===== config.mk =====
export PLATFORM = sky130hd
export DESIGN_NAME = hazard_scoreboard
export DESIGN_NICKNAME = d
export VERILOG_FILES = /design/src/rtl/hazard_scoreboard.sv
export SDC_FILE = /design/constraint.sdc
export NUM_CORES = 1
export LEC_CHECK = 0
export CAP_MARGIN = 20
export CORE_UTILIZATION = 40
export CTS_BUF_LIST = sky130_fd_sc_hd__clkbuf_8
export DETAILED_ROUTE_END_ITERATION = 16
export HOLD_SLACK_MARGIN = 0.06
export PLACE_DENSITY = 0.67
export SYNTH_ARGS = -nofsm -noshare
export SYNTH_HDL_FRONTEND = slang
export SYNTH_SLANG_ARGS = --single-unit

===== constraint.sdc =====
create_clock -name clk -period 7.9 [get_ports clk]
set_clock_uncertainty 0.15 [all_clocks]
set_input_delay 1.58 -clock clk [delete_from_list [all_inputs] [get_ports clk]]
set_output_delay 1.58 -clock clk [all_outputs]
set_load 0.02 [all_outputs]

===== src/rtl/hazard_scoreboard.sv =====
// rtl/hazard_scoreboard.sv - register-write scoreboard giving forwarding selects, load-use stalls and flush bubbles
module hazard_scoreboard #(
    parameter int DEPTH    = 2,
    parameter int LOAD_LAT = 2,
    parameter int CNT_W    = 32,
    localparam int SW      = $clog2(DEPTH + 1)
) (
    input  logic             clk,
    input  logic             rst,
    input  logic             dec_valid,
    input  logic [4:0]       dec_rd,
    input  logic             dec_wen,
    input  logic             dec_is_load,
    input  logic [4:0]       dec_rs1,
    input  logic [4:0]       dec_rs2,
    input  logic             dec_rs1_used,
    input  logic             dec_rs2_used,
    input  logic             flush,
    input  logic             stall_ext,
    output logic             stall,
    output logic [SW-1:0]    fwd_a,
    output logic [SW-1:0]    fwd_b,
    output logic [CNT_W-1:0] stall_count,
    output logic [CNT_W-1:0] flush_count
);

    // Index i holds stage i+1 (index 0 is X, index DEPTH-1 is the last writeback stage).
    logic [DEPTH-1:0] ent_valid;
    logic [DEPTH-1:0] ent_load;
    logic [4:0]       ent_rd [DEPTH];
    logic             haz_a;
    logic             haz_b;
    logic             hazard;

    // Scan oldest to youngest so the youngest live writer overwrites the select and hazard flag.
    always_comb begin
        fwd_a = '0;
        fwd_b = '0;
        haz_a = 1'b0;
        haz_b = 1'b0;
        for (int k = DEPTH; k >= 1; k--) begin
            if (ent_valid[k-1] && (ent_rd[k-1] != 5'd0)) begin
                if (dec_rs1_used && (ent_rd[k-1] == dec_rs1)) begin
                    fwd_a = SW'(k);
                    haz_a = ent_load[k-1] && (k < LOAD_LAT);
                end
                if (dec_rs2_used && (ent_rd[k-1] == dec_rs2)) begin
                    fwd_b = SW'(k);
                    haz_b = ent_load[k-1] && (k < LOAD_LAT);
                end
            end
        end
        hazard = haz_a | haz_b;
        stall  = dec_valid & hazard & ~flush & ~stall_ext;
    end

    // Shift the scoreboard unless frozen; flush or load-use stall inserts a bubble into stage 1.
    always_ff @(posedge clk or posedge rst) begin
        if (rst) begin
            ent_valid <= '0;
            ent_load  <= '0;
            for (int i = 0; i < DEPTH; i++) begin
                ent_rd[i] <= 5'd0;
            end
        end else if (!stall_ext) begin
            for (int i = DEPTH - 1; i >= 1; i--) begin
                ent_valid[i] <= ent_valid[i-1];
                ent_load[i]  <= ent_load[i-1];
                ent_rd[i]    <= ent_rd[i-1];
            end
            if (flush || stall) begin
                ent_valid[0] <= 1'b0;
                ent_load[0]  <= 1'b0;
                ent_rd[0]    <= 5'd0;
            end else begin
                ent_valid[0] <= dec_valid & dec_wen;
                ent_load[0]  <= dec_is_load;
                ent_rd[0]    <= dec_rd;
            end
        end
    end

    // Saturating performance counters; a flush takes precedence over a coincident hazard.
    always_ff @(posedge clk or posedge rst) begin
        if (rst) begin
            stall_count <= '0;
            flush_count <= '0;
        end else if (!stall_ext) begin
            if (flush) begin
                if (flush_count != {CNT_W{1'b1}}) begin
                    flush_count <= flush_count + CNT_W'(1);
                end
            end else if (stall) begin
                if (stall_count != {CNT_W{1'b1}}) begin
                    stall_count <= stall_count + CNT_W'(1);
                end
            end
        end
    end

endmodule

==> impl_summary.md <==
GRT
The via count of the first global-routing pass is 2,931. Entering global routing, the biggest net connects 78 pins. The total congestion overflow after global routing is 0. The initial antenna violation count was 0. The first global-routing pass estimated around 14,000 um of wire. Global routing used 18.49% of the available tracks.

Timing
Setup repair after global routing left no endpoint under its margin. For the pin with the worst max-slew slack, the measured transition is slightly below 1 ns. The worst path setup slack after routing is 2.258 ns. For this run, the top clock speed supported by timing is 177.2 MHz.

The shortest period the worst path allows is ~5.6 ns. The final critical path takes up slightly above 70% of the cycle. The worst max-slew margin expressed relative to the limit is 35.02%. After routing, the total negative slack on setup checks comes to 0 ns.

The final number of setup-violating endpoints is 0. The number of hold violations in the final report came to 0. The final count of pins violating max slew is 0.

Place
Buffers placed on the I/O ports in this run total 92. Prior to clock tree synthesis, the placed netlist has a worst setup slack of 2.268 ns. The post-detailed-placement half-perimeter wirelength is 6369 um. Routability-driven placement finished with a final weighted congestion of 0.8036.

Power
The clock share of power is 39.3%. The internal portion of total power is roughly 0.0007 W. For this design the ratio of total power to cell area is between 150 and 200 mW/mm^2.

The maximum vdd ir drop is 133.2 uV. The overall power of the completed layout is 0.0009247 W. Net switching is 25.09% of the power. The share of power burned in combinational logic is 12.8%. The cell leakage power is 2.310 nW. Summed over all nets, the switching power comes to 0.0002320 W. The sequential share of power is 47.9%.

Finish
The leading cell type in the layout, fill and taps excluded is sky130_fd_sc_hd__clkdlybuf4s50_1. The filler cells instantiated in the layout total 872. The number of nets in the finished design is a little under 500.

The number of diodes added for antenna fixing is 0. The fraction of final layout cells sized beyond drive strength 1 is 9.783%. The library cells used most frequently in the layout, excluding fill and tap cells, are sky130_fd_sc_hd__clkdlybuf4s50_1 (92), sky130_fd_sc_hd__dfrtp_1 (77), sky130_fd_sc_hd__xor2_1 (53), sky130_fd_sc_hd__nor2_1 (34). The area growth from synthesis to layout is 32.96%. At the end of the flow the core is filled with cells to a little under three fifths.

Logic synthesis
Among all flip-flop cells after synthesis, the most frequent one is sky130_fd_sc_hd__dfrtp_1. Yosys attributes the largest share of cell area to sky130_fd_sc_hd__dfrtp_1 (49%), sky130_fd_sc_hd__xor2_1 (12%), sky130_fd_sc_hd__xnor2_1 (6.5%). The netlist uses slightly above 40 different library cells. The yosys synthesis warning count is 0. Averaged over all synthesized cells, the footprint is 10.89 um^2. The share of Yosys cell area claimed by the top area cell type is 49.28%. Of all flip-flops after synthesis, the portion carrying an async set or reset was between 90% and 100%. The sequential share of the synthesized area is 49.28%. In this run the cell area of the synthesized design comes to around 0.004 mm^2. Synthesis produced a netlist with a net count of about 390. The cell count after synthesis came out at 359. The synthesized design contains 0 enable-type register cells.

The synthesized flop and latch total is 77. Of all cell types, the one taking the most synthesized area is sky130_fd_sc_hd__dfrtp_1.

Worst setup path
The worst path arrival time is roughly 3.9 ns. The worst path required time is between 6 and 7 ns. Along the worst path, the maximum fanout reaches 5. The worst setup path category is in -> out. The worst register-to-register path has a depth of 6. The kind of start point of the critical path is a primary input.

The worst setup path is captured at a primary output.

Floorplanning
The standard cell core area is 0.009371 mm^2. The height of the die is 100.9 um. The initial utilization of the core area, before any placement, comes to around two fifths. The die is 100.9 um wide. Pin placement for this block handled between 90 and 100 I/O pins. The placement row count is 35. The overall die area is roughly 0.010 mm^2.

Detailed routing
After the first detailed-routing iteration, the DRC count stood at 124. In the routed design, unresolved DRC markers number 0. The vias per cell is 5.053. The routed length per instance is 15.06 um.

The number of detailed-route iterations in the first pass is 4. Wires add up to 8871 um. The count of nets left with antenna violations once routing finished came out at 0.

Detailed routing inserted a total of 2,976 vias.

Clocking
Post-CTS timing repair inserted 0 buffers for setup. The number of buffers on the longest clock path is 2. The cell chosen for the clock root is sky130_fd_sc_hd__clkbuf_8. Clock latency on the worst-skew pair, taken at its later pin, is about 0.35 ns. The quantity of hold-fixing buffers added after cts is 0.

Clock-pin slew was measured on the worst setup and hold paths at 0.07 ns. The sink count of the clock tree is 77. Gates resized during post-CTS repair numbered 0. The H-tree generated during clock tree synthesis spans 3 levels. The number of CTS-inserted buffers is 9. The clock tree from TritonCTS is done.

Run status
The flow ran to the end, and the final reports show no timing, DRC or antenna violations.

Job
The number of max-capacitance violations reported is 0.

Min path
Along the worst hold path, the cell count comes to 1. The worst min-delay path category is reg -> reg.
sequential cells by signal (all words and copies together), names as in the netlist:
signal,cells
ent_load,1
ent_valid,2
flush_count,32
ent_rd,10
stall_count,32
layer usage:
| metal | GRT usage [%] | vias to the layer above | wire [um] |
|---|---|---|---|
| met5 | 0 | - | 0 |
| met4 | 7.804 | 0 | 113 |
| met3 | 3.745 | 8 | 433 |
| met2 | 28.45 | 73 | 4116 |
| met1 | 25.46 | 1451 | 4207 |
| li1 | - | 1444 | - |
kinds of logic (layout without fill, tap and decap cells):
kind of cell / Yosys count / count (layout) / share of synthesized area, %
AOI/OAI and AO/OA: 14 / 14 / 3.680
xor gates and xnor gates: 82 / 82 / 18.37
adders and majority gates: 2 / 2 / 0.6399
buffers and inverters: 15 / 116 / 1.952
DFF: 77 / 77 / 49.28
muxes: 8 / 8 / 2.304
and+or+nand+nor: 161 / 161 / 23.78
final cells by class:
| type | count | area (um^2) | area share (%) |
|---|---|---|---|
| clock buffers | 10 | 137.6 | 2.647 |
| clock inverters | 5 | 107.6 | 2.070 |
| inverters | 8 | 30.03 | 0.5776 |
| repair buffers | 93 | 928.4 | 17.86 |
| well taps | 129 | 161.4 | 3.105 |
| flip-flops and latches | 77 | 1927 | 37.06 |
| multi-input cells | 267 | 1907 | 36.68 |
synthesized netlist by cell type, types with 2 or more instances:
cell,instances
sky130_fd_sc_hd__a22o_1,6
sky130_fd_sc_hd__and2_1,3
sky130_fd_sc_hd__and3_1,9
sky130_fd_sc_hd__and4_1,6
sky130_fd_sc_hd__buf_6,2
sky130_fd_sc_hd__clkbuf_1,3
sky130_fd_sc_hd__dfrtp_1,77
sky130_fd_sc_hd__ha_1,2
sky130_fd_sc_hd__inv_1,8
sky130_fd_sc_hd__mux2_2,7
sky130_fd_sc_hd__nand2_1,26
sky130_fd_sc_hd__nand3_1,29
sky130_fd_sc_hd__nand4_1,16
sky130_fd_sc_hd__nand4_2,2
sky130_fd_sc_hd__nor2_1,34
sky130_fd_sc_hd__nor2b_1,3
sky130_fd_sc_hd__nor3_1,8
sky130_fd_sc_hd__nor3_2,7
sky130_fd_sc_hd__nor3_4,2
sky130_fd_sc_hd__nor4_1,5
sky130_fd_sc_hd__nor4_4,2
sky130_fd_sc_hd__or3_1,2
sky130_fd_sc_hd__or4_1,2
sky130_fd_sc_hd__xnor2_1,29
sky130_fd_sc_hd__xor2_1,53
metrics by stage:
| step | instances | hold slack, ns | cell area (um^2) |
|---|---|---|---|
| after floorplan | 359 | 0.3228 | 3910 |
| after global placement | 574 | 0.3347 | 4954 |
| after detailed placement | 574 | 0.3373 | 4954 |
| after CTS | 589 | 0.3494 | 5199 |
| after global routing | 589 | 0.3602 | 5199 |
| final | 589 | 0.3422 | 5199 |
worst max-delay path, cell delays in order:
cell,delay [ns]
sky130_fd_sc_hd__clkdlybuf4s50_1,0.46
sky130_fd_sc_hd__xor2_1,0.16
sky130_fd_sc_hd__nor4_1,0.36
sky130_fd_sc_hd__and3_1,0.39
sky130_fd_sc_hd__o21a_1,0.29
sky130_fd_sc_hd__clkdlybuf4s50_1,0.67
final timing paths:
kind | slack, ns | to | start
min reg2reg | 0.34 | stall_count[26] | stall_count[26]
min in group asynchronous | 1.71 | flush_count[12] | rst
min | 0.34 | stall_count[26] | stall_count[26]
max reg2reg | 5.37 | stall_count[1] | stall_count[0]
max | 2.26 | stall | dec_rs1[3]
max in group asynchronous | 5.27 | stall_count[0] | rst
power by group through the flow:
stage               registers (W)  clock network [W]  logic [W]
finish                   0.000443           0.000364   0.000118
global route             0.000446           0.000389   0.000130
CTS                      0.000443           0.000373   0.000121
detailed placement       0.000450                  0   0.000120
global placement         0.000450                  0   0.000118
floorplan                0.000460                  0  0.0000500
Note: power is estimated with default switching activity, not from simulation.
